## config.mk

```make
export PLATFORM = sky130hd
export DESIGN_NAME = mult_sel_seq_resp_flat
export DESIGN_NICKNAME = d
export VERILOG_FILES = /design/src/rtl/mult_sel_seq_resp_if.sv /design/src/rtl/mult_sel_seq_resp.sv /design/src/flat_wrapper.sv
export SDC_FILE = /design/constraint.sdc
export NUM_CORES = 1
export LEC_CHECK = 0
export BUFFER_PORTS_ARGS = -buffer_cell sky130_fd_sc_hd__buf_2
export CAP_MARGIN = 20
export CORE_MARGIN = 3
export CORE_UTILIZATION = 43
export CTS_BUF_LIST = sky130_fd_sc_hd__clkbuf_8
export DETAILED_ROUTE_END_ITERATION = 6
export SETUP_SLACK_MARGIN = 0.4
export SYNTH_ARGS = -nofsm -noshare
export SYNTH_HDL_FRONTEND = slang
export SYNTH_SLANG_ARGS = --single-unit
```

## constraint.sdc

```tcl
create_clock -name clk -period 4.6 [get_ports clk]
set_input_delay 0 -clock clk [delete_from_list [all_inputs] [get_ports clk]]
set_output_delay 0 -clock clk [all_outputs]
set_load 0.01 [all_outputs]
```

## src/rtl/mult_sel_seq_resp_if.sv

```systemverilog
// Request/response bus for the sequential signed operand-select multiplier.
// The initiator (master) drives four operands, a select and in_valid, and
// consumes the product through out_valid/out_ready. The multiplier is the slave.
interface mult_sel_seq_resp_if #(
   parameter int WIDTH = 16
);
   logic [WIDTH-1:0]   a_in;
   logic [WIDTH-1:0]   b_in;
   logic [WIDTH-1:0]   c_in;
   logic [WIDTH-1:0]   d_in;
   logic [3:0]         sel;
   logic               in_valid;
   logic               in_ready;
   logic [2*WIDTH-2:0] y;
   logic               ovf;
   logic               out_valid;
   logic               out_ready;

   modport master (
      output a_in, b_in, c_in, d_in, sel, in_valid, out_ready,
      input  in_ready, y, ovf, out_valid
   );

   modport slave (
      input  a_in, b_in, c_in, d_in, sel, in_valid, out_ready,
      output in_ready, y, ovf, out_valid
   );
endinterface

```

## src/rtl/mult_sel_seq_resp.sv

```systemverilog
// Sequential signed WIDTH x WIDTH multiplier with operand select.
// sel[1:0] picks the multiplicand, sel[3:2] the multiplier (0=a,1=b,2=c,3=d).
// One request at a time: IDLE accepts, BUSY runs WIDTH shift-add steps on the
// operand magnitudes, DONE presents the (2*WIDTH-1)-bit product until taken.
// Optional feature macro: MULT_SEL_SAT_EN -- when defined, the single
// unrepresentable product (-2^(W-1))^2 saturates to 2^(2W-2)-1 and raises ovf;
// when undefined the product wraps and ovf stays 0.
module mult_sel_seq_resp #(
   parameter int WIDTH = 16
) (
   input  logic                 clk,
   input  logic                 rst,
   mult_sel_seq_resp_if.slave   bus
);
   localparam int YW = 2*WIDTH-1;        // result width
   localparam int CW = $clog2(WIDTH);    // step counter width

   typedef enum logic [1:0] {
      IDLE = 2'd0,
      BUSY = 2'd1,
      DONE = 2'd2
   } state_t;

   // Per-bus operand views: raw value, sign and unsigned magnitude.
   // The magnitude of the most negative value is 2^(W-1), which still fits
   // in WIDTH unsigned bits, so no extra bit is needed here.
   logic [4*WIDTH-1:0] operand_flat;
   logic [WIDTH-1:0]   operand [4];
   logic               op_neg  [4];
   logic [WIDTH-1:0]   op_mag  [4];

   assign operand_flat = {bus.d_in, bus.c_in, bus.b_in, bus.a_in};

   genvar gi;
   generate
      for (gi = 0; gi < 4; gi++) begin : g_operand
         assign operand[gi] = operand_flat[gi*WIDTH +: WIDTH];
         assign op_neg[gi]  = operand[gi][WIDTH-1];
         assign op_mag[gi]  = op_neg[gi] ? (-operand[gi]) : operand[gi];
      end
   endgenerate

   // Datapath and control state. The magnitude product is at most 2^(2W-2),
   // so a YW-bit unsigned accumulator is sufficient.
   state_t           state_reg;
   logic [CW-1:0]    cnt_reg;
   logic [YW-1:0]    mcand_reg;
   logic [WIDTH-1:0] mplier_reg;
   logic [YW-1:0]    acc_reg;
   logic             neg_reg;
   logic [YW-1:0]    y_reg;
   logic             ovf_reg;
   logic             in_ready_reg;
   logic             out_valid_reg;

   // Combinational results of the current shift-add step.
   logic [YW-1:0]    acc_next;
   logic [YW-1:0]    y_next;
   logic             ovf_next;
   logic             last_step;
   logic             accept;

   assign last_step = (cnt_reg == CW'(WIDTH-1));
   assign accept    = bus.in_valid && in_ready_reg;

   // One shift-add step, plus sign application and overflow handling that
   // only matter on the final step when the result is registered.
   always_comb begin
      acc_next = acc_reg + (mplier_reg[0] ? mcand_reg : '0);
      y_next   = neg_reg ? (-acc_next) : acc_next;
      ovf_next = 1'b0;
`ifdef MULT_SEL_SAT_EN
      // Only +2^(2W-2) sets the top magnitude bit with a positive sign;
      // -2^(2W-2) is representable and passes through unchanged.
      if (!neg_reg && acc_next[YW-1]) begin
         y_next   = {1'b0, {(YW-1){1'b1}}};
         ovf_next = 1'b1;
      end
`endif
   end

   // Control FSM with registered handshake outputs and the datapath registers.
   always_ff @(posedge clk) begin
      if (rst) begin
         state_reg     <= IDLE;
         cnt_reg       <= '0;
         mcand_reg     <= '0;
         mplier_reg    <= '0;
         acc_reg       <= '0;
         neg_reg       <= 1'b0;
         y_reg         <= '0;
         ovf_reg       <= 1'b0;
         in_ready_reg  <= 1'b1;
         out_valid_reg <= 1'b0;
      end else begin
         case (state_reg)
            IDLE: begin
               // Latch both selected operands; later bus changes are ignored.
               if (accept) begin
                  mcand_reg    <= YW'(op_mag[bus.sel[1:0]]);
                  mplier_reg   <= op_mag[bus.sel[3:2]];
                  neg_reg      <= op_neg[bus.sel[1:0]] ^ op_neg[bus.sel[3:2]];
                  acc_reg      <= '0;
                  cnt_reg      <= '0;
                  in_ready_reg <= 1'b0;
                  state_reg    <= BUSY;
               end
            end
            BUSY: begin
               // Always WIDTH steps, regardless of operand values.
               acc_reg    <= acc_next;
               mcand_reg  <= mcand_reg << 1;
               mplier_reg <= mplier_reg >> 1;
               cnt_reg    <= cnt_reg + CW'(1);
               if (last_step) begin
                  y_reg         <= y_next;
                  ovf_reg       <= ovf_next;
                  out_valid_reg <= 1'b1;
                  state_reg     <= DONE;
               end
            end
            DONE: begin
               // Hold y/ovf until taken; in_ready returns one cycle later.
               if (bus.out_ready) begin
                  out_valid_reg <= 1'b0;
                  in_ready_reg  <= 1'b1;
                  state_reg     <= IDLE;
               end
            end
            default: begin
               out_valid_reg <= 1'b0;
               in_ready_reg  <= 1'b1;
               state_reg     <= IDLE;
            end
         endcase
      end
   end

   assign bus.in_ready  = in_ready_reg;
   assign bus.out_valid = out_valid_reg;
   assign bus.y         = y_reg;
   assign bus.ovf       = ovf_reg;

endmodule
```

## src/flat_wrapper.sv

```systemverilog
// flat-port wrapper written by rule: the top's interface ports become plain ports
module mult_sel_seq_resp_flat 
#(
   parameter int WIDTH = 16
)
  (clk, rst, bus_a_in, bus_b_in, bus_c_in, bus_d_in, bus_sel, bus_in_valid, bus_out_ready, bus_in_ready, bus_y, bus_ovf, bus_out_valid);
  mult_sel_seq_resp_if #(.WIDTH(WIDTH)) bus_i ();
  input  logic clk;
  input  logic rst;
  input wire logic [$bits(bus_i.a_in)-1:0] bus_a_in;
  input wire logic [$bits(bus_i.b_in)-1:0] bus_b_in;
  input wire logic [$bits(bus_i.c_in)-1:0] bus_c_in;
  input wire logic [$bits(bus_i.d_in)-1:0] bus_d_in;
  input wire logic [$bits(bus_i.sel)-1:0] bus_sel;
  input wire logic [$bits(bus_i.in_valid)-1:0] bus_in_valid;
  input wire logic [$bits(bus_i.out_ready)-1:0] bus_out_ready;
  output wire logic [$bits(bus_i.in_ready)-1:0] bus_in_ready;
  output wire logic [$bits(bus_i.y)-1:0] bus_y;
  output wire logic [$bits(bus_i.ovf)-1:0] bus_ovf;
  output wire logic [$bits(bus_i.out_valid)-1:0] bus_out_valid;
  assign bus_i.a_in = bus_a_in;
  assign bus_i.b_in = bus_b_in;
  assign bus_i.c_in = bus_c_in;
  assign bus_i.d_in = bus_d_in;
  assign bus_i.sel = bus_sel;
  assign bus_i.in_valid = bus_in_valid;
  assign bus_i.out_ready = bus_out_ready;
  assign bus_in_ready = bus_i.in_ready;
  assign bus_y = bus_i.y;
  assign bus_ovf = bus_i.ovf;
  assign bus_out_valid = bus_i.out_valid;
  mult_sel_seq_resp #(.WIDTH(WIDTH)) u_core (.clk(clk), .rst(rst), .bus(bus_i));
endmodule
```

==> Implementation_results.wiki, run 1 <==
{| class="wikitable"
! Metric !! Value
|-
| Non-filler instance count after layout || approximately 1.4k
|-
| Wire per inst || roughly 17 um
|-
| Most common library cell in the layout ignoring fill and taps || nor2_1
|-
| DIE WIDTH || 148 um
|-
| Worst-case headroom to the max-slew limit || ~28%
|-
| Effective utilization at floorplan || around 44%
|-
| TritonCTS buffer count || 17
|-
| Total buffers and inverters traversed by the critical path || 0
|-
| Crit path DAT || 4320 ps
|-
| Wire length of the first global-routing pass || 37900 um
|-
| Port buffer count || approximately 100
|-
| Outcome || complete, but fails checks
|-
| Post-placement worst setup slack || between 400 and 500 ps
|-
| Crit path kind || reg2reg
|-
| Global Route Usage Sum || 21.1%
|-
| Setup Viol. Count Final || 0
|-
| Routability cong. || around 0.93
|-
| Syn Std Cell Area || 8700 um^2
|-
| Summed negative setup slack over all endpoints || 0 ps
|-
| Max-slew violation count || 0
|-
| Cell types occupying the most area after synthesis || dfxtp_1 (27%), mux4_2 (8.8%), xor2_1 (6.7%)
|-
| Antenna Cells || 0
|-
| Post-synthesis average cell area || 8.39 um^2
|-
| Critical path's top delay family || simple AND/OR/NAND/NOR gates
|-
| Area share of the largest cell type after synthesis || 27.1%
|-
| Clock network latency to the later pin of the worst-skew pair || between 400 and 500 ps
|-
| Clock-pin slew on the worst setup and hold paths || 80 ps
|-
| Primary FF master, synth || dfxtp_1
|-
| Total die area || 22000 um^2
|-
| Number of hold violations in the final report || 0
|-
| Final layout net count || between 1k and 1.5k
|-
| Ys async rst share || 0%
|-
| Endpoint type of the worst setup path || flop
|-
| Max Root-Sink Buffers || 2
|-
| Synthesis Warnings || 0
|-
| Total number of vias || ~7.9k
|-
| Post-Route Hold Slack || ~54 ps
|-
| Power density normalized to cell area || 248 nW/um^2
|-
| Library cell contributing the largest single delay on the critical path || or4_4
|-
| Placed insts || ~1.3k
|-
| Worst vdd ir || roughly 0.14 mV
|-
| CTS H-Tree Depth || 4
|-
| Placeable Area || 19700 um^2
|-
| Count of flip-flops with a built-in enable after synthesis || 0
|-
| Antenna Nets Post-Route || 0
|-
| Violated checks || design-rule violations
|-
| Number of vias per cell after detailed routing || roughly 5.7
|-
| Transition time at the pin with the least slew margin || around 1100 ps
|-
| Startpoint type of the worst setup path || flop
|-
| Overflow after GRT || 0
|-
| Delay of the slowest cell on the worst path || slightly below 600 ps
|-
| Number of antenna violations at the first check in global routing || 0
|-
| Library cell used as clock root buffer || clkbuf_8
|-
| Total Routed Length || between 20000 and 25000 um
|-
| Die height || around 150 um
|-
| Largest driver fanout on the critical path || 15
|-
| Share of the core filled with cells || 50.1%
|-
| Clock tree from TritonCTS || done
|-
| Worst min-delay path category || in2reg
|-
| Leakage component of the power || slightly below 4 nW
|-
| Vias in the first global route || about 7.4k
|-
| Biggest area consumer among synthesized cells || dfxtp_1
|-
| Standard-cell rows || between 50 and 60
|-
| Max-cap viol count || 0
|-
| Cells traversed along the worst timing path || and2_1 -> ha_1 -> fa_1 -> a21o_1 -> a21oi_1 -> xnor2_1 -> or4_4 -> or3_4 -> nand4bb_1 -> or2_1 -> o31ai_2 -> xor2_1 -> a211oi_1
|-
| Mapped Nets || 1146
|-
| P&R area growth vs syn || 13.1%
|-
| Fraction of layout instances using a drive strength above 1 || 19.1%
|-
| Synthesized instance count || between 1k and 1.5k
|-
| Highest-count cells in the layout ignoring fill and taps || nor2_1 (153), dfxtp_1 (117), buf_2 (103), xor2_1 (67)
|-
| Timing-limited maximum frequency || roughly 0.25 GHz
|-
| Worst path setup slack after routing || around 640 ps
|-
| Detailed-placement wirelength estimate || ~18000 um
|-
| Critical path required time || slightly below 5000 ps
|-
| Count of unresolved DRC violations after routing || 3
|-
| Worst Skew || 9.70 ps
|-
| Number of top-level design ports || ~110
|-
| Total clock sinks || between 100 and 150
|-
| Unique masters post-synth || 75
|-
| FF+latch count, synth || 118
|-
| Shortest clock period the worst path allows after layout || between 3000 and 4000 ps
|-
| RSZ-0062 raised after global routing || false
|-
| Number of DRC markers after the initial detailed-route iteration || 636
|-
| Register area share after synthesis || 27.1%
|-
| Tcrit/Tclk final || 86.1%
|-
| First-pass iteration count of the detailed router || 7
|-
| Maximum number of pins on one net before global-route repair || 65
|}
[cells by family after synthesis]
kind of cell,synth area share (%)
and+or+nand+nor,20.2
AOI/OAI and AO/OA,23.3
DFF,27.1
xor gates and xnor gates,10.7
buffers and inverters,3.92
muxes,9.39
adders and majority gates,5.40
other,0.0431
[per-stage QoR]
| step | power, mW | instance area (um^2) |
|---|---|---|
| finish | 2.44 | 9850 |
| global route | 2.57 | 9850 |
| CTS | 2.46 | 9800 |
| detailed placement | 1.56 | 9400 |
| global placement | 1.56 | 9400 |
| floorplan | 1.42 | 8700 |
[synth_stat cells, drive strengths merged (2+ instances only)]
master     n
or3       11
buf        5
dfxtp    118
or3b       2
a21boi     2
o41ai     12
mux4      34
inv       21
a2111oi    2
nor4       5
a22oi     44
nand4b     2
and4       4
nand4      9
and3       5
a21oi     62
ha        36
a222oi     9
o21a       7
nor3      15
o2111ai    2
o311ai     2
a21o       9
xnor2     39
o21ai     47
a221oi    19
nand2b    11
a211o      2
mux2i      4
nor2     154
and2      37
nor2b      5
nand2     62
o31ai     22
or2        4
a211oi    29
a31oi      9
nand3     10
or4       15
o21bai     3
xor2      67
clkbuf    64
o31a       2
nor3b      2
[path summary, 6_finish.rpt]
path,to,depth (start not counted),start,slack [ps]
max,u_core.bus.y[27],13,u_core.mplier_reg[0],640
min,u_core.mcand_reg[28],2,rst,50
max reg2reg,u_core.bus.y[27],13,u_core.mplier_reg[0],640
min reg2reg,u_core.bus.y[2],2,u_core.bus.y[2],450
[what timing repair did]
| item | in CTS | in global routing |
|---|---|---|
| buffers inserted | 0 | 0 |
| endpoints found under the setup margin | 0 | 8 |
| hold endpoints to repair | 4 | 0 |
| hold buffers | 3 | 0 |
| resized for setup | 0 | 10 |
[power by group]
group	internal (mW)	total, mW	switching, mW
Clock	0.427	0.892	0.465
Sequential	1.05	1.08	0.0300
Combinational	0.202	0.468	0.266
[worst reg2reg max path, cell delays in order (launching register included)]
cell and delay (ps):
dfxtp_2 380, and2_1 150, ha_1 220, fa_1 410, a21o_1 210, a21oi_1 180
xnor2_1 190, or4_4 580, or3_4 380, nand4bb_1 250, or2_1 320, o31ai_2 270
xor2_1 100, a211oi_1 230
[per-layer routing]
layer	GRT usage (%)	routed length (um)
met2	33.4	10400
met4	6.33	399
met3	3.66	1100
met5	0	0
met1	29.5	11200
[layout make-up]
cell class / count / area [um^2]
Fill cell: 1947 / 9810
Multi-Input combinational cell: 829 / 6060
Sequential cell: 118 / 2360
Timing Repair Buffer: 118 / 652
Tap cell: 265 / 332
Clock buffer: 17 / 234
Clock inverter: 15 / 130
Inverter: 21 / 78.8
Power figures use the tool's default switching activity.
==> run 2: changes to the inputs <==
--- a/config.mk
+++ b/config.mk
@@ -7,11 +7,15 @@
 export LEC_CHECK = 0
 export BUFFER_PORTS_ARGS = -buffer_cell sky130_fd_sc_hd__buf_2
 export CAP_MARGIN = 20
+export CELL_PAD_IN_SITES_DETAIL_PLACEMENT = 2
+export CELL_PAD_IN_SITES_GLOBAL_PLACEMENT = 2
 export CORE_MARGIN = 3
-export CORE_UTILIZATION = 43
+export CORE_UTILIZATION = 37
 export CTS_BUF_LIST = sky130_fd_sc_hd__clkbuf_8
 export DETAILED_ROUTE_END_ITERATION = 6
+export PLACE_DENSITY_LB_ADDON = 0.1
 export SETUP_SLACK_MARGIN = 0.4
+export SKIP_LAST_GASP = 1
 export SYNTH_ARGS = -nofsm -noshare
 export SYNTH_HDL_FRONTEND = slang
 export SYNTH_SLANG_ARGS = --single-unit
==> run 2 against run 1 <==
The flow now finishes without violations. Via count grew 6.3%. Worst setup slack lost 97 ps. Sequential share of layout area fell by 0.60 points. Fmax is 2.4% lower. Largest power group unchanged. Hold slack better by 23 ps. Final cell count rose by 4.5%. Global-route usage increased by 2.3 points. Non-clock buffer count is 14 higher. Critical path type unchanged. Core utilization is 5.8 points lower.
==> Implementation_results.wiki, run 2 (synthesized netlist as in run 1, its figures left out) <==
{| class="wikitable"
! Metric !! Value
|-
| Summed negative setup slack over all endpoints || 0 ps (unchanged)
|-
| Startpoint type of the worst setup path || flop (unchanged)
|-
| Die height || 159 um (was 148 um)
|-
| Post-route cell area || 10100 um^2 (was 9850 um^2)
|-
| Cells traversed along the worst timing path || and2_1 -> ha_1 -> fa_1 -> a21o_1 -> nand3_2 -> a21boi_1 -> o21a_1 -> or3_4 -> a2111oi_4 -> buf_4 -> nand4b_2 -> or2_4 -> or4_1 -> a31oi_1 (was and2_1 -> ha_1 -> fa_1 -> a21o_1 -> a21oi_1 -> xnor2_1 -> or4_4 -> or3_4 -> nand4bb_1 -> or2_1 -> o31ai_2 -> xor2_1 -> a211oi_1)
|-
| Routability cong. || 0.865 (was 0.929)
|-
| Vias in the first global route || 8718 (was 7435)
|-
| Wire per inst || 20.9 um (was 16.7 um)
|-
| Timing-limited maximum frequency || 0.246 GHz (was 0.252 GHz)
|-
| RSZ-0062 raised after global routing || false (unchanged)
|-
| TritonCTS buffer count || 17 (unchanged)
|-
| Number of hold violations in the final report || 0 (unchanged)
|-
| Max Root-Sink Buffers || 2 (unchanged)
|-
| Fraction of layout instances using a drive strength above 1 || 20.7% (was 19.1%)
|-
| Worst path setup slack after routing || 542 ps (was 639 ps)
|-
| Global Route Usage Sum || 23.3% (was 21.1%)
|-
| Detailed-placement wirelength estimate || 22800 um (was 17500 um)
|-
| Final layout net count || 1228 (was 1214)
|-
| Clock network latency to the later pin of the worst-skew pair || 460 ps (was 450 ps)
|-
| Setup Viol. Count Final || 0 (unchanged)
|-
| Transition time at the pin with the least slew margin || 973 ps (was 1090 ps)
|-
| DIE WIDTH || 159 um (was 148 um)
|-
| Count of unresolved DRC violations after routing || 0 (was 3)
|-
| Clock-pin slew on the worst setup and hold paths || 90 ps (was 80 ps)
|-
| Total number of vias || 8409 (was 7907)
|-
| Library cell contributing the largest single delay on the critical path || or4_1 (was or4_4)
|-
| Shortest clock period the worst path allows after layout || 4060 ps (was 3960 ps)
|-
| Number of DRC markers after the initial detailed-route iteration || 542 (was 636)
|-
| Antenna Nets Post-Route || 0 (unchanged)
|-
| Total die area || 25400 um^2 (was 22000 um^2)
|-
| Max-cap viol count || 0 (unchanged)
|-
| Largest driver fanout on the critical path || 16 (was 15)
|-
| Tcrit/Tclk final || 88.2% (was 86.1%)
|-
| Crit path kind || reg2reg (unchanged)
|-
| Post-placement worst setup slack || 244 ps (was 482 ps)
|-
| Worst min-delay path category || in2reg (unchanged)
|-
| Max-slew violation count || 0 (unchanged)
|-
| Leakage component of the power || 4.04 nW (was 3.93 nW)
|-
| Worst-case headroom to the max-slew limit || 35.1% (was 27.5%)
|-
| Number of top-level design ports || 106 (unchanged)
|-
| Number of filler cells placed in the layout || 2622 (was 1947)
|-
| Overflow after GRT || 0 (unchanged)
|-
| P&R area growth vs syn || 16.1% (was 13.1%)
|-
| Total Routed Length || 30200 um (was 23100 um)
|-
| Antenna Cells || 0 (unchanged)
|-
| Outcome || finished, final reports clean (was complete, but fails checks)
|-
| Worst vdd ir || 0.170 mV (was 0.137 mV)
|-
| Highest-count cells in the layout ignoring fill and taps || nor2_1 (153), dfxtp_1 (117), buf_2 (103), xor2_1 (67), nand2_1 (61) (was nor2_1 (153), dfxtp_1 (117), buf_2 (103), xor2_1 (67))
|-
| Maximum number of pins on one net before global-route repair || 69 (was 65)
|-
| Area of combinational cells with multiple inputs || 6150 um^2 (was 6060 um^2)
|-
| Most common library cell in the layout ignoring fill and taps || nor2_1 (unchanged)
|-
| Number of vias per cell after detailed routing || 5.82 (was 5.72)
|-
| Standard-cell rows || 55 (was 51)
|-
| Crit path DAT || 4430 ps (was 4320 ps)
|-
| Critical path required time || 4980 ps (was 4960 ps)
|-
| Library cell used as clock root buffer || clkbuf_8 (unchanged)
|-
| Port buffer count || 104 (unchanged)
|-
| First-pass iteration count of the detailed router || 5 (was 7)
|-
| Effective utilization at floorplan || 38.1% (was 44.3%)
|-
| Area used by sequential logic in the layout || 2370 um^2 (was 2360 um^2)
|-
| Wire length of the first global-routing pass || 48200 um (was 37900 um)
|-
| CTS H-Tree Depth || 4 (unchanged)
|-
| Placeable Area || 22800 um^2 (was 19700 um^2)
|-
| Number of antenna violations at the first check in global routing || 0 (unchanged)
|-
| Power density normalized to cell area || 249 nW/um^2 (was 248 nW/um^2)
|-
| Clock tree from TritonCTS || done (unchanged)
|-
| Worst setup slack for register-to-register paths || 540 ps (was 640 ps)
|-
| Delay of the slowest cell on the worst path || 500 ps (was 580 ps)
|-
| Endpoint type of the worst setup path || flop (unchanged)
|-
| Worst Skew || 21.7 ps (was 9.70 ps)
|-
| Placed cell area || 9520 um^2 (was 9400 um^2)
|-
| Total clock sinks || 118 (unchanged)
|}
==> run 2: cell count changes in the layout (fill, tap and decap cells not counted), sizes merged <==
cell / delta
buf: +14
inv: -2
clkinv: +2
==> run 2: layout make-up <==
class                           count  area share (%)
Multi-Input combinational cell    829            60.8
Sequential cell                   118            23.4
Timing Repair Buffer              132            7.49
Tap cell                          313            3.87
Clock buffer                       17            2.31
Clock inverter                     15            1.32
Inverter                           21           0.780
==> run 2: report_power, final <==
part	internal (mW)	leakage [nW]	switching [mW]
Combinational	0.211	2.91	0.298
Clock	0.427	0.176	0.500
Sequential	1.05	0.956	0.0302
==> run 2: path summary, 6_finish.rpt <==
check	startpoint	endpoint	cells after the start
worst max-delay path	u_core.mplier_reg[0]	u_core.bus.y[28]	14
worst min-delay path	rst	u_core.acc_reg[27]	2
worst max register to register	u_core.mplier_reg[0]	u_core.bus.y[28]	14
worst min register to register	u_core.bus.y[26]	u_core.bus.y[26]	2
==> run 2: worst max-delay path: cells and delay by family, from the launching register on <==
family / cells / cell delay [ps]
adder cells (fa/ha/maj): 2 / 630
flip-flops: 1 / 400
buffers and inverters: 1 / 200
AO/OA/AOI/OAI: 5 / 1090
AND/OR/NAND/NOR: 6 / 1640
==> run 2: routing by layer <==
layer | vias up | track usage, % | routed length, um
met2 | 194 | 37.7 | 13800
met3 | 25 | 3.28 | 1260
met1 | 4195 | 33.2 | 14800
met5 | - | 0 | 0
li1 | 3995 | - | -
met4 | 0 | 4.89 | 366
==> run 2: per-stage QoR <==
stage	hold slack, ps	power, mW	util [%]	instances
3_5_place_dp	269	1.59	41.7	1404
3_3_place_gp	262	1.57	41.6	1403
4_1_cts	57.6	2.52	43.5	1440
5_1_grt	90.8	2.64	44.2	1445
2_1_floorplan	150	1.42	-	1037
6_report	76.9	2.52	44.2	1445
==> run 2: timing repair <==
| item | CTS | global route |
|---|---|---|
| endpoints found under the hold margin | 4 | 0 |
| setup endpoints to repair | 6 | 9 |
| pin swaps | 0 | 2 |
| buffers inserted | 1 | 4 |
| resized for setup | 2 | 20 |
| hold buffers | 3 | 0 |
==> run 3: changes to the inputs <==
--- a/config.mk
+++ b/config.mk
@@ -5,15 +5,13 @@
 export SDC_FILE = /design/constraint.sdc
 export NUM_CORES = 1
 export LEC_CHECK = 0
+export ABC_AREA = 1
 export BUFFER_PORTS_ARGS = -buffer_cell sky130_fd_sc_hd__buf_2
 export CAP_MARGIN = 20
-export CELL_PAD_IN_SITES_DETAIL_PLACEMENT = 2
-export CELL_PAD_IN_SITES_GLOBAL_PLACEMENT = 2
 export CORE_MARGIN = 3
-export CORE_UTILIZATION = 37
+export CORE_UTILIZATION = 43
 export CTS_BUF_LIST = sky130_fd_sc_hd__clkbuf_8
 export DETAILED_ROUTE_END_ITERATION = 6
-export PLACE_DENSITY_LB_ADDON = 0.1
 export SETUP_SLACK_MARGIN = 0.4
 export SKIP_LAST_GASP = 1
 export SYNTH_ARGS = -nofsm -noshare
==> run 3 against run 2 <==
Hold slack got worse by 21 ps. Cell area increased by 14%. Global-route usage increased by 2.1 points. Sequential share of layout area decreased by 2.8 points. Combinational power increased by 7.9%. Sequential power about the same. Critical path type unchanged. Critical endpoint is now u_core.bus.y[24]. Largest cell class unchanged.
==> Implementation_results.wiki, run 3 <==
{| class="wikitable"
! Metric !! Value
|-
| Timing-limited maximum frequency || 0.298 GHz (was 0.246 GHz)
|-
| TritonCTS buffer count || 17 (unchanged)
|-
| RSZ-0062 raised after global routing || false (unchanged)
|-
| Number of antenna violations at the first check in global routing || 0 (unchanged)
|-
| Ys async rst share || 0% (unchanged)
|-
| Synthesis Warnings || 0 (unchanged)
|-
| Endpoint type of the worst setup path || flop (unchanged)
|-
| Worst path setup slack after routing || 1250 ps (was 542 ps)
|-
| Total clock sinks || 118 (unchanged)
|-
| Maximum number of pins on one net before global-route repair || 94 (was 69)
|-
| Startpoint type of the worst setup path || flop (unchanged)
|-
| Worst Hold Depth || 6 (was 2)
|-
| CTS H-Tree Depth || 4 (unchanged)
|-
| Worst vdd ir || 0.129 mV (was 0.170 mV)
|-
| Clock-pin slew on the worst setup and hold paths || 100 ps (was 90 ps)
|-
| Total power || 2.62 mW (was 2.52 mW)
|-
| Mapped Nets || 1917 (was 1146)
|-
| Share of the core filled with cells || 48.8% (was 44.2%)
|-
| Cells traversed along the worst timing path || nand2_1 -> inv_1 -> ha_1 -> fa_1 -> inv_1 -> ha_1 -> inv_1 -> nor2_1 -> nand3_1 -> nor2_1 -> nand2_2 -> nor2_2 -> nand3_2 -> nor2_2 -> nand3_2 -> nand2_4 -> nand2_2 -> nand2_1 -> nand2_1 -> o21bai_1 -> inv_1 (was and2_1 -> ha_1 -> fa_1 -> a21o_1 -> nand3_2 -> a21boi_1 -> o21a_1 -> or3_4 -> a2111oi_4 -> buf_4 -> nand4b_2 -> or2_4 -> or4_1 -> a31oi_1)
|-
| Delay of the slowest cell on the worst path || 510 ps (was 500 ps)
|-
| Final layout net count || 1984 (was 1228)
|-
| DIE WIDTH || 161 um (was 159 um)
|-
| Vias in the first global route || 10.4k (was 8718)
|-
| Summed negative setup slack over all endpoints || 0 ps (unchanged)
|-
| Post-Route Hold Slack || 56.0 ps (was 76.9 ps)
|-
| Power density normalized to cell area || 228 nW/um^2 (was 249 nW/um^2)
|-
| Register area share after synthesis || 22.9% (was 27.1%)
|-
| Placed insts || 2172 (was 1404)
|-
| Total Routed Length || 33000 um (was 30200 um)
|-
| Highest-count cells in the layout ignoring fill and taps || nand2_1 (609), inv_1 (255), nor2_1 (141), a21oi_1 (129), dfxtp_1 (118) (was nor2_1 (153), dfxtp_1 (117), buf_2 (103), xor2_1 (67), nand2_1 (61))
|-
| Biggest area consumer among synthesized cells || dfxtp_1 (unchanged)
|-
| Tcrit/Tclk final || 72.9% (was 88.2%)
|-
| Top-count cell post-synth || nand2_1 (was nor2_1)
|-
| Critical path required time || 4980 ps (about the same)
|-
| Primary FF master, synth || dfxtp_1 (unchanged)
|-
| Non-filler instance count after layout || 2207 (was 1445)
|-
| Number of DRC markers after the initial detailed-route iteration || 890 (was 542)
|-
| Shortest clock period the worst path allows after layout || 3350 ps (was 4060 ps)
|-
| Leakage component of the power || 6.05 nW (was 4.04 nW)
|-
| Effective utilization at floorplan || 43.8% (was 38.1%)
|-
| Count of flip-flops with a built-in enable after synthesis || 0 (unchanged)
|-
| P&R area growth vs syn || 11.4% (was 16.1%)
|-
| Number of top-level design ports || 106 (unchanged)
|-
| Post-synth top cells || nand2_1 (609), inv_1 (255), nor2_1 (142) (was nor2_1 (154), dfxtp_1 (118), xor2_1 (67))
|-
| Placed cell area || 11000 um^2 (was 9520 um^2)
|-
| Number of resized instances in the post-cts repair step || 0 (was 2)
|-
| Most common cell on crit path || inv_1
|-
| Total buffers and inverters traversed by the critical path || 4 (was 1)
|-
| Clock network latency to the later pin of the worst-skew pair || 470 ps (was 460 ps)
|-
| Max-cap viol count || 0 (unchanged)
|-
| Antenna Nets Post-Route || 0 (unchanged)
|-
| Outcome || finished, final reports clean (unchanged)
|-
| Worst Skew || 21.8 ps (was 21.7 ps)
|-
| Port buffer count || 104 (unchanged)
|-
| Wire per inst || 14.9 um (was 20.9 um)
|-
| Crit path kind || reg2reg (unchanged)
|-
| Synthesized instance count || 1808 (was 1037)
|-
| Number of hold violations in the final report || 0 (unchanged)
|-
| Total die area || 25900 um^2 (was 25400 um^2)
|-
| Largest driver fanout on the critical path || 11 (was 16)
|-
| Max-slew violation count || 0 (unchanged)
|-
| Critical path's top delay family || simple AND/OR/NAND/NOR gates (unchanged)
|-
| Post-route cell area || 11500 um^2 (was 10100 um^2)
|-
| Overflow after GRT || 0 (unchanged)
|-
| Clock tree from TritonCTS || done (unchanged)
|-
| Post-CTS setup buffer count || 0 (was 1)
|-
| Most common library cell in the layout ignoring fill and taps || nand2_1 (was nor2_1)
|-
| Library cell used as clock root buffer || clkbuf_8 (unchanged)
|-
| Fraction of layout instances using a drive strength above 1 || 11.0% (was 20.7%)
|-
| Number of vias per cell after detailed routing || 5.09 (was 5.82)
|-
| Detailed-placement wirelength estimate || 25900 um (was 22800 um)
|-
| Transition time at the pin with the least slew margin || 1020 ps (was 973 ps)
|-
| Unique masters post-synth || 42 (was 75)
|-
| Worst-case headroom to the max-slew limit || 31.7% (was 35.1%)
|-
| Post-synthesis average cell area || 5.70 um^2 (was 8.39 um^2)
|-
| Setup Viol. Count Final || 0 (unchanged)
|-
| Number of cells on the worst reg-to-reg path || 21 (was 14)
|-
| Count of unresolved DRC violations after routing || 0 (unchanged)
|-
| Max Root-Sink Buffers || 2 (unchanged)
|-
| Global Route Usage Sum || 25.5% (was 23.3%)
|-
| Number of logic stages on the critical path including buffering || 21 (was 14)
|-
| Post-placement worst setup slack || 1290 ps (was 244 ps)
|-
| Crit path DAT || 3730 ps (was 4430 ps)
|-
| Cell types occupying the most area after synthesis || dfxtp_1 (23%), nand2_1 (22%), inv_1 (9.3%) (was dfxtp_1 (27%), mux4_2 (8.8%), xor2_1 (6.7%))
|-
| Wire length of the first global-routing pass || 53400 um (was 48200 um)
|-
| Standard-cell rows || 56 (was 55)
|-
| Antenna Cells || 0 (unchanged)
|-
| Routability cong. || 0.942 (was 0.865)
|-
| Syn Std Cell Area || 10300 um^2 (was 8700 um^2)
|-
| Area share of the largest cell type after synthesis || 22.9% (was 27.1%)
|-
| First-pass iteration count of the detailed router || 5 (unchanged)
|-
| Library cell contributing the largest single delay on the critical path || dfxtp_1 (was or4_1)
|-
| Total number of vias || 11.2k (was 8409)
|-
| FF+latch count, synth || 118 (unchanged)
|-
| Placeable Area || 23500 um^2 (was 22800 um^2)
|-
| Die height || 161 um (was 159 um)
|-
| Worst min-delay path category || in2reg (unchanged)
|}
[run 3: cell count changes after synthesis, moves of 23 or more]
| cell | delta |
|---|---|
| o211ai_1 | +23 |
| nand3_1 | +102 |
| a21oi_1 | +68 |
| nand2_1 | +548 |
| o21ai_0 | +47 |
| mux4_2 | -34 |
| a22oi_1 | -34 |
| inv_1 | +234 |
| and2_1 | -33 |
| xnor2_1 | -25 |
| a211oi_1 | -26 |
[run 3: cells by family (layout without fill, tap and decap cells)]
kind of cell | after synthesis | after routing | share of synthesized area [%]
and+or+nand+nor | 945 | 945 | 38.3
adders and majority gates | 37 | 37 | 4.56
xor gates and xnor gates | 64 | 64 | 5.44
other | 1 | 1 | 0.0364
buffers and inverters | 341 | 421 | 12.5
DFF | 118 | 118 | 22.9
AOI/OAI and AO/OA | 302 | 302 | 16.3
[run 3: final cells by class]
type / instances / area, um^2
fillers: 2595 / 12100
multi-input cells: 1349 / 6670
flip-flops and latches: 118 / 2360
inverters: 274 / 1030
repair buffers: 115 / 621
well taps: 319 / 399
clock buffers: 17 / 234
clock inverters: 15 / 173
[run 3: tightest hold or removal path, cell delays in order]
cell and delay, ps:
buf_2 110, xnor2_1 70, inv_1 80, o211ai_1 90, nand3_1 70, a31oi_1 60
[run 3: report_power, final]
| part | internal (mW) | total, mW | switching [mW] |
|---|---|---|---|
| sequential | 1.05 | 1.08 | 0.0233 |
| combinational | 0.170 | 0.549 | 0.379 |
| clock | 0.418 | 1.00 | 0.581 |
| total | 1.64 | 2.62 | 0.984 |
[run 3: timing repair]
| item | in CTS | in global routing |
|---|---|---|
| setup endpoints to repair | 0 | 0 |
| hold buffers | 2 | 0 |
| endpoints found under the hold margin | 3 | 0 |
[run 3: path summary, 6_finish.rpt]
path | startpoint | to | slack [ps]
worst max-delay path | u_core.mplier_reg[0] | u_core.bus.y[24] | 1250
worst min-delay path | bus_b_in[6] | u_core.mplier_reg[6] | 60
worst max register to register | u_core.mplier_reg[0] | u_core.bus.y[24] | 1250
worst min register to register | u_core.mcand_reg[15] | u_core.mcand_reg[16] | 470
[run 3: layer usage]
layer / share of wire (%) / up-vias / track usage, %
met4: 2.9 / 0 / 8.84
met3: 4.7 / 58 / 3.28
li1: - / 5870 / -
met2: 45 / 283 / 41.1
met1: 48 / 5015 / 35.1
met5: 0 / - / 0
